## src/rtl/sp_rx_align_if.sv

```systemverilog
// Serial receive bus for sp_rx_align: one serial data line toward the
// aligner and the recovered symbol stream plus link status coming back.
// The master drives the serial line; the slave is the aligner itself.
interface sp_rx_align_if #(
  parameter int WIDTH = 8
);

  logic             data_in;
  logic [WIDTH-1:0] data_out;
  logic             valid_out;
  logic             comma_out;
  logic             active;
  logic             lock_lost;

  modport master (
    output data_in,
    input  data_out,
    input  valid_out,
    input  comma_out,
    input  active,
    input  lock_lost
  );

  modport slave (
    input  data_in,
    output data_out,
    output valid_out,
    output comma_out,
    output active,
    output lock_lost
  );

endinterface

```

## src/rtl/sp_rx_align.sv

```systemverilog
// Serial symbol aligner. Bits arrive MSB first on data_in; a comma symbol
// found anywhere in the bit stream fixes the symbol phase. After LOCK_COUNT
// commas land on consecutive boundaries the link goes ACTIVE and delivers
// symbols. A comma that shows up off the boundary LOSS_LIMIT times in a row
// (with no aligned comma in between) drops the link back to SEARCH.
module sp_rx_align #(
  parameter int               WIDTH      = 8,
  parameter logic [WIDTH-1:0] COMMA      = WIDTH'(8'hBC),
  parameter int               LOCK_COUNT = 4,
  parameter int               LOSS_LIMIT = 2
) (
  input logic          clk_32f,
  input logic          rst,
  sp_rx_align_if.slave bus
);

  localparam int BW = $clog2(WIDTH);
  localparam int CW = $clog2(LOCK_COUNT + 1);
  localparam int MW = $clog2(LOSS_LIMIT + 1);

  localparam logic [BW-1:0] BIT_LAST  = BW'(WIDTH - 1);
  localparam logic [CW-1:0] LOCK_LAST = CW'(LOCK_COUNT - 1);
  localparam logic [MW-1:0] LOSS_LAST = MW'(LOSS_LIMIT - 1);

  typedef enum logic [1:0] {
    ST_SEARCH,
    ST_ALIGN,
    ST_ACTIVE
  } state_t;

  state_t           state;
  logic [WIDTH-2:0] shift;
  logic [WIDTH-1:0] win;
  logic [BW-1:0]    bit_cnt;
  logic [BW-1:0]    bit_next;
  logic [CW-1:0]    comma_cnt;
  logic [MW-1:0]    miss_cnt;
  logic             is_comma;
  logic             boundary;

  logic [WIDTH-1:0] data_q;
  logic             valid_q;
  logic             comma_q;
  logic             active_q;
  logic             lost_q;

  // The window includes the bit being sampled this edge, so a symbol is
  // recognised on the very edge that captures its LSB.
  assign win      = {shift, bus.data_in};
  assign is_comma = (win == COMMA);
  assign boundary = (bit_cnt == BIT_LAST);
  assign bit_next = boundary ? '0 : bit_cnt + BW'(1);

  // Serial history: shifts every cycle regardless of alignment state.
  always_ff @(posedge clk_32f or posedge rst) begin
    if (rst) begin
      shift <= '0;
    end else begin
      shift <= win[WIDTH-2:0];
    end
  end

  // Alignment FSM with symbol phase counter and registered outputs.
  always_ff @(posedge clk_32f or posedge rst) begin
    if (rst) begin
      state     <= ST_SEARCH;
      bit_cnt   <= '0;
      comma_cnt <= '0;
      miss_cnt  <= '0;
      data_q    <= '0;
      valid_q   <= 1'b0;
      comma_q   <= 1'b0;
      active_q  <= 1'b0;
      lost_q    <= 1'b0;
    end else begin
      bit_cnt <= bit_next;
      valid_q <= 1'b0;
      comma_q <= 1'b0;
      lost_q  <= 1'b0;

      case (state)
        ST_SEARCH: begin
          if (is_comma) begin
            bit_cnt  <= '0;
            miss_cnt <= '0;
            if (LOCK_COUNT == 1) begin
              state     <= ST_ACTIVE;
              active_q  <= 1'b1;
              comma_cnt <= '0;
            end else begin
              state     <= ST_ALIGN;
              comma_cnt <= CW'(1);
            end
          end
        end

        ST_ALIGN: begin
          if (boundary) begin
            if (is_comma) begin
              if (comma_cnt == LOCK_LAST) begin
                state     <= ST_ACTIVE;
                active_q  <= 1'b1;
                comma_cnt <= '0;
                miss_cnt  <= '0;
              end else begin
                comma_cnt <= comma_cnt + CW'(1);
              end
            end else begin
              state     <= ST_SEARCH;
              comma_cnt <= '0;
            end
          end
        end

        ST_ACTIVE: begin
          if (boundary) begin
            if (is_comma) begin
              comma_q  <= 1'b1;
              miss_cnt <= '0;
            end else begin
              data_q  <= win;
              valid_q <= 1'b1;
            end
          end else if (is_comma) begin
            if (miss_cnt == LOSS_LAST) begin
              state     <= ST_SEARCH;
              active_q  <= 1'b0;
              lost_q    <= 1'b1;
              miss_cnt  <= '0;
              comma_cnt <= '0;
            end else begin
              miss_cnt <= miss_cnt + MW'(1);
            end
          end
        end

        default: begin
          state    <= ST_SEARCH;
          active_q <= 1'b0;
        end
      endcase
    end
  end

  assign bus.data_out  = data_q;
  assign bus.valid_out = valid_q;
  assign bus.comma_out = comma_q;
  assign bus.active    = active_q;
  assign bus.lock_lost = lost_q;

endmodule

```

## src/flat_wrapper.sv

```systemverilog
// flat-port wrapper written by rule: the top's interface ports become plain ports
module sp_rx_align_flat 
#(
  parameter int               WIDTH      = 8,
  parameter logic [WIDTH-1:0] COMMA      = WIDTH'(8'hBC),
  parameter int               LOCK_COUNT = 4,
  parameter int               LOSS_LIMIT = 2
)
  (clk_32f, rst, bus_data_in, bus_data_out, bus_valid_out, bus_comma_out, bus_active, bus_lock_lost);
  sp_rx_align_if #(.WIDTH(WIDTH)) bus_i ();
  input logic clk_32f;
  input logic rst;
  input wire logic [$bits(bus_i.data_in)-1:0] bus_data_in;
  output wire logic [$bits(bus_i.data_out)-1:0] bus_data_out;
  output wire logic [$bits(bus_i.valid_out)-1:0] bus_valid_out;
  output wire logic [$bits(bus_i.comma_out)-1:0] bus_comma_out;
  output wire logic [$bits(bus_i.active)-1:0] bus_active;
  output wire logic [$bits(bus_i.lock_lost)-1:0] bus_lock_lost;
  assign bus_i.data_in = bus_data_in;
  assign bus_data_out = bus_i.data_out;
  assign bus_valid_out = bus_i.valid_out;
  assign bus_comma_out = bus_i.comma_out;
  assign bus_active = bus_i.active;
  assign bus_lock_lost = bus_i.lock_lost;
  sp_rx_align #(.WIDTH(WIDTH), .COMMA(COMMA), .LOCK_COUNT(LOCK_COUNT), .LOSS_LIMIT(LOSS_LIMIT)) u_core (.clk_32f(clk_32f), .rst(rst), .bus(bus_i));
endmodule
```

## config.mk

```make
export PLATFORM = sky130hd
export DESIGN_NAME = sp_rx_align_flat
export DESIGN_NICKNAME = d
export VERILOG_FILES = /design/src/rtl/sp_rx_align_if.sv /design/src/rtl/sp_rx_align.sv /design/src/flat_wrapper.sv
export SDC_FILE = /design/constraint.sdc
export NUM_CORES = 1
export LEC_CHECK = 0
export ABC_AREA = 1
export CELL_PAD_IN_SITES_DETAIL_PLACEMENT = 0
export CELL_PAD_IN_SITES_GLOBAL_PLACEMENT = 1
export CORE_UTILIZATION = 42
export DETAILED_ROUTE_END_ITERATION = 10
export GPL_TIMING_DRIVEN = 0
export PLACE_DENSITY = 0.85
export SLEW_MARGIN = 20
export SYNTH_ARGS = -nofsm -noshare
export SYNTH_HDL_FRONTEND = slang
export SYNTH_SLANG_ARGS = --single-unit
```

## constraint.sdc

```tcl
create_clock -name clk_32f -period 1.95 [get_ports clk_32f]
set_input_delay 0.2925 -clock clk_32f [delete_from_list [all_inputs] [get_ports clk_32f]]
set_output_delay 0.2925 -clock clk_32f [all_outputs]
set_load 0.05 [all_outputs]
```

==> results of run 1 <==
-- flip-flops by register name (all words and copies together) (netlist names) --
| register | count |
|---|---|
| u_core.comma_cnt | 3 |
| u_core.bus.lock_lost | 1 |
| u_core.bus.data_out | 8 |
| u_core.bit_cnt | 3 |
| u_core.state | 2 |
| u_core.bus.active | 1 |
| u_core.bus.comma_out | 1 |
| u_core.bus.valid_out | 1 |
| u_core.shift | 7 |
| u_core.miss_cnt | 2 |
-- per-layer routing --
| metal | global-route usage [%] | vias to the layer above | wire length, um |
|---|---|---|---|
| met2 | 23.65 | 19 | 1166 |
| met3 | 6.494 | 6 | 109 |
| met1 | 21.06 | 476 | 1151 |
| met5 | 0 | - | 0 |
| met4 | 6.977 | 0 | 47 |
| li1 | - | 538 | - |
-- worst paths after layout --
kind / from / end
worst min register to register: u_core.shift[5] / u_core.shift[6]
min in group clk_32f: u_core.shift[5] / u_core.shift[6]
max in group asynchronous: rst / u_core.state[0]
worst max register to register: u_core.bit_cnt[0] / u_core.state[0]
worst max-delay path: u_core.bus.data_out[1] / bus_data_out[1]
worst min-delay path: rst / u_core.bus.data_out[6]
-- logic make-up (layout without fill, tap and decap cells) --
group | after synthesis | after routing | synth area share, %
buffers and inverters | 28 | 50 | 8.088
and+or+nand+nor | 78 | 78 | 27.20
adders and majority gates | 9 | 9 | 8.000
DFF | 29 | 29 | 51.56
AOI/OAI and AO/OA | 14 | 14 | 5.156
-- area by class of cell --
class | count | area (sq um) | area share (%)
Sequential cell | 29 | 725.7 | 43.51
Tap cell | 44 | 55.05 | 3.301
Inverter | 26 | 97.59 | 5.851
Timing Repair Buffer | 14 | 140.1 | 8.402
Buffer | 2 | 16.27 | 0.9752
Multi-Input combinational cell | 101 | 568.0 | 34.06
Clock inverter | 2 | 13.76 | 0.8252
Clock buffer | 6 | 51.30 | 3.076
-- per-stage QoR --
step / setup slack [ps] / power (mW)
finish: 152.9 / 1.663
global route: 89.85 / 1.798
CTS: 131.7 / 1.688
detailed placement: 255.3 / 1.286
global placement: 318.4 / 1.263
floorplan: 499.7 / 1.159
-- power by group --
| part | leakage [nW] | total [mW] | internal [mW] | switching [mW] |
|---|---|---|---|---|
| Clock | 0.0382 | 0.392 | 0.175 | 0.216 |
| Combinational | 0.451 | 0.543 | 0.190 | 0.353 |
| Sequential | 0.375 | 0.728 | 0.678 | 0.0503 |
-- Yosys cell counts (all sizes together) --
cell    count
o211ai      1
nand3       9
nand2      44
clkbuf      1
nor4        1
ha          9
dfrtp      29
nor2       19
o21ai      12
nand4       5
inv        26
buf         1
a21oi       1
==> metrics.cfg, run 1 <==
[logic_synthesis]
yosys-top-cells-area = dfrtp_1 52%, nand2_1 9.6%, ha_1 8.0%
yosysWarnings = 0
yosysTopAreaCellShare_pct = 51.56
netlist_area_sq_mm = 0.001408
ys_seq_elements = 29
synth-seq-area-share_pct = 51.56
synth_cells = 158
syn_nets = 170
synth_cell_types = 20
yosys.area.top_type = dfrtp_1
avgSynthCellArea_sq_um = 8.909

[critical_path]
start_kind = flop
reg2regPathDepth = 6
worstSetupEndpointType = output pin
slowest_stage = clkdlybuf4s50_1
cpPeakStageDelay_ps = 810
crit_cells = 1
crit_type = reg2out
cp.arrival_ps = 1500
cp_data_required_time_ps = 1660
critPathTopFamily = buffers and inverters
critPathMaxFanout = 2
worst-path-buf-inv = 1
reg2reg_slack_ps = 300
crit_chain = clkdlybuf4s50_1

[layout]
nNetsFinal = 191
fin_util_pct = 53.32
diodes = 0
final_cell_area_sq_mm = 0.001668
area_delta_synth_final_pct = 18.49
final_cell_mix = 36 x nand2_1, 29 x dfrtp_1, 21 x inv_1
drive_gt1_share_pct = 16.11
fill_cells = 287
fin_cells = 224
mostFrequentLayoutCell = nand2_1

[sta]
fin_crit_sh_pct = 92.16
fmax_mhz = 556.5
final-max-slew-violation-count = 0
clock_skew_ps = 12.77
period_needed_ps = 1797
setup_viol = 0
worst_pin_slew_ps = 588.2
grt_setup_unrepaired = false
fin_tns_setup_ps = 0
hold_slack_ps = 335.5
hold_viol_final = 0
max_slew_margin_pct = 60.73

[global_routing]
grt_max_degree = 30
grt_pass1_vias = 951
grt-ovfl-total = 0
grt_pass1_wl_mm = 4.091
track_usage_pct = 16.15
antenna_found_initial = 0

[placed_design]
hpwlAfterDp_mm = 1.813
globalplace.congestion = 0.8549
dpl_cell_area_sq_mm = 0.001603
portBuffers = 14
dp_cells = 216

[clock_tree]
ctsResizeCount = 0
cts_buffers = 5
clock_path_buffers = 2
cts_tree = done
htree_levels = 2
path_clk_slew_ps = 100
cts_sinks = 29
clock_latency_ps = 330
cts_root_buffer = clkbuf_4
post_cts_buffers = 0
cts_hold_buf = 0

[floorplanning]
die_area_sq_mm = 0.003587
start_util_pct = 45.00
io_pins = 15
coreArea_sq_mm = 0.003128
fp-row-count = 20
die_h_um = 59.89
die_x_um = 59.89

[power]
vdd_ir_drop_max_uv = 514.4
power_density_mw_per_mm2 = 997.0
p_leak_nw = 0.8638

[job]
maxCapViolations = 0

[detailed_routing]
num_vias = 1039
ant_nets = 0
drc = 0
drtIter0Drc = 54
via_per_inst = 4.638
first_pass_iters = 4
routedWlPerCell_um = 11.04
wirelength_mm = 2.474

[min_path]
hp-class = in2async

[run_status]
outcome = finished clean

(Power assumes the default switching activity.)
==> run 2: changes to the inputs <==
--- a/config.mk
+++ b/config.mk
@@ -11,8 +11,9 @@
 export CORE_UTILIZATION = 42
 export DETAILED_ROUTE_END_ITERATION = 10
 export GPL_TIMING_DRIVEN = 0
-export PLACE_DENSITY = 0.85
+export PLACE_DENSITY = 0.88
 export SLEW_MARGIN = 20
 export SYNTH_ARGS = -nofsm -noshare
 export SYNTH_HDL_FRONTEND = slang
 export SYNTH_SLANG_ARGS = --single-unit
+export TNS_END_PERCENT = 1
==> run 2 against run 1 <==
  * Via count rose by 0.67%
  * Highest routed layer unchanged
  * Utilization is 0.44 points lower
  * Critical path depth is the same
  * Largest cell class unchanged
  * Critical path type unchanged
  * Critical endpoint is now bus_active
  * Die area stayed put
  * Power is 1.7% lower
  * Global-route usage grew 1.0 points
  * Sequential power about the same
==> metrics.cfg, run 2 (synthesized netlist as in run 1, its figures left out) <==
[run_status]
outcome = finished clean

[floorplanning]
die_x_um = 59.89
die_area_sq_mm = 0.003587
coreArea_sq_mm = 0.003128
die_h_um = 59.89
io_pins = 15
start_util_pct = 45.00
fp-row-count = 20

[placed_design]
dpl_cell_area_sq_mm = 0.001603
hpwlAfterDp_mm = 1.914
globalplace.congestion = 0.8777
portBuffers = 14
dp_slack_ps = 268.1

[detailed_routing]
wirelength_mm = 2.544
num_vias = 1046
routedWlPerCell_um = 11.36
ant_nets = 0
via_per_inst = 4.670
drtIter0Drc = 17
first_pass_iters = 4
drc = 0

[clock_tree]
cts_buffers = 5
cts_sinks = 29
cts_tree = done
path_clk_slew_ps = 90
clock_latency_ps = 330
ctsResizeCount = 0
htree_levels = 2
clock_path_buffers = 2
cts_root_buffer = clkbuf_4
post_cts_buffers = 0
cts_hold_buf = 0

[layout]
drive_gt1_share_pct = 15.56
diodes = 0
area_delta_synth_final_pct = 17.51
largest_reg_flops = 8
final_cell_area_sq_mm = 0.001654
fill_cells = 298
final_cell_mix = 36 x nand2_1, 29 x dfrtp_1, 21 x inv_1
mostFrequentLayoutCell = nand2_1
nNetsFinal = 191

[min_path]
hp-class = in2async

[sta]
period_needed_ps = 1801
clock_skew_ps = 12.10
layout_setup_ws_ps = 149.3
final-max-slew-violation-count = 0
worst_pin_slew_ps = 588.6
fin_tns_setup_ps = 0
max_slew_margin_pct = 60.70
fmax_mhz = 555.3
hold_viol_final = 0
setup_viol = 0
fin_crit_sh_pct = 92.34
grt_setup_unrepaired = false

[critical_path]
crit_chain = clkdlybuf4s50_1
start_kind = flop
cpPeakStageDelay_ps = 800
cp_data_required_time_ps = 1660
slowest_stage = clkdlybuf4s50_1
cp.arrival_ps = 1510
worstSetupEndpointType = output pin
critPathTopFamily = buffers and inverters
crit_type = reg2out
crit_cells = 1
worst-path-buf-inv = 1
critPathMaxFanout = 2
reg2regPathDepth = 6

[power]
p_total_mw = 1.634
power_density_mw_per_mm2 = 988.1
p_leak_nw = 0.8576
vdd_ir_drop_max_uv = 517.7

[job]
maxCapViolations = 0

[global_routing]
grt_pass1_vias = 963
track_usage_pct = 17.19
grt_max_degree = 30
grt-ovfl-total = 0
antenna_found_initial = 0
grt_pass1_wl_mm = 4.333

-- run 2: layer usage --
metal | vias to the layer above | share of wire, % | GRT usage (%)
met1 | 488 | 49 | 22.13
met4 | 0 | 1.2 | 11.63
li1 | 539 | - | -
met2 | 15 | 47 | 25.24
met3 | 4 | 2.9 | 4.545
met5 | - | 0 | 0
-- run 2: worst paths after layout --
kind	from	end	slack, ps
max in group asynchronous	rst	u_core.bus.comma_out	1210
max	u_core.bus.active	bus_active	150
min reg2reg	u_core.shift[0]	u_core.shift[1]	400
max reg2reg	u_core.bit_cnt[0]	u_core.state[0]	300
min	rst	u_core.bus.data_out[7]	340
min in group clk_32f	u_core.shift[0]	u_core.shift[1]	400
-- run 2: per-stage QoR --
step	hold slack, ps	instances	util [%]
final	335.2	224	52.88
after global routing	400.2	224	52.88
after CTS	399.9	224	52.88
after detailed placement	379.5	216	51.24
after global placement	375.7	216	51.24
after floorplan	323.9	158	-
-- run 2: area by class of cell --
type / count / area [sq um] / share of cell area, %
timing repair buffer: 14 / 140.1 / 8.472
buffer: 2 / 16.27 / 0.9834
clock inverter: 2 / 10.01 / 0.6051
tap: 44 / 55.05 / 3.328
sequential: 29 / 725.7 / 43.87
clock buffer: 6 / 41.29 / 2.496
inverter: 26 / 97.59 / 5.900
multi-input combinational: 101 / 568.0 / 34.34
-- run 2: report_power, final --
group          switching [mW]  total, mW  internal [mW]
registers              0.0524      0.731          0.678
logic                   0.369      0.563          0.194
clock network           0.204      0.341          0.137
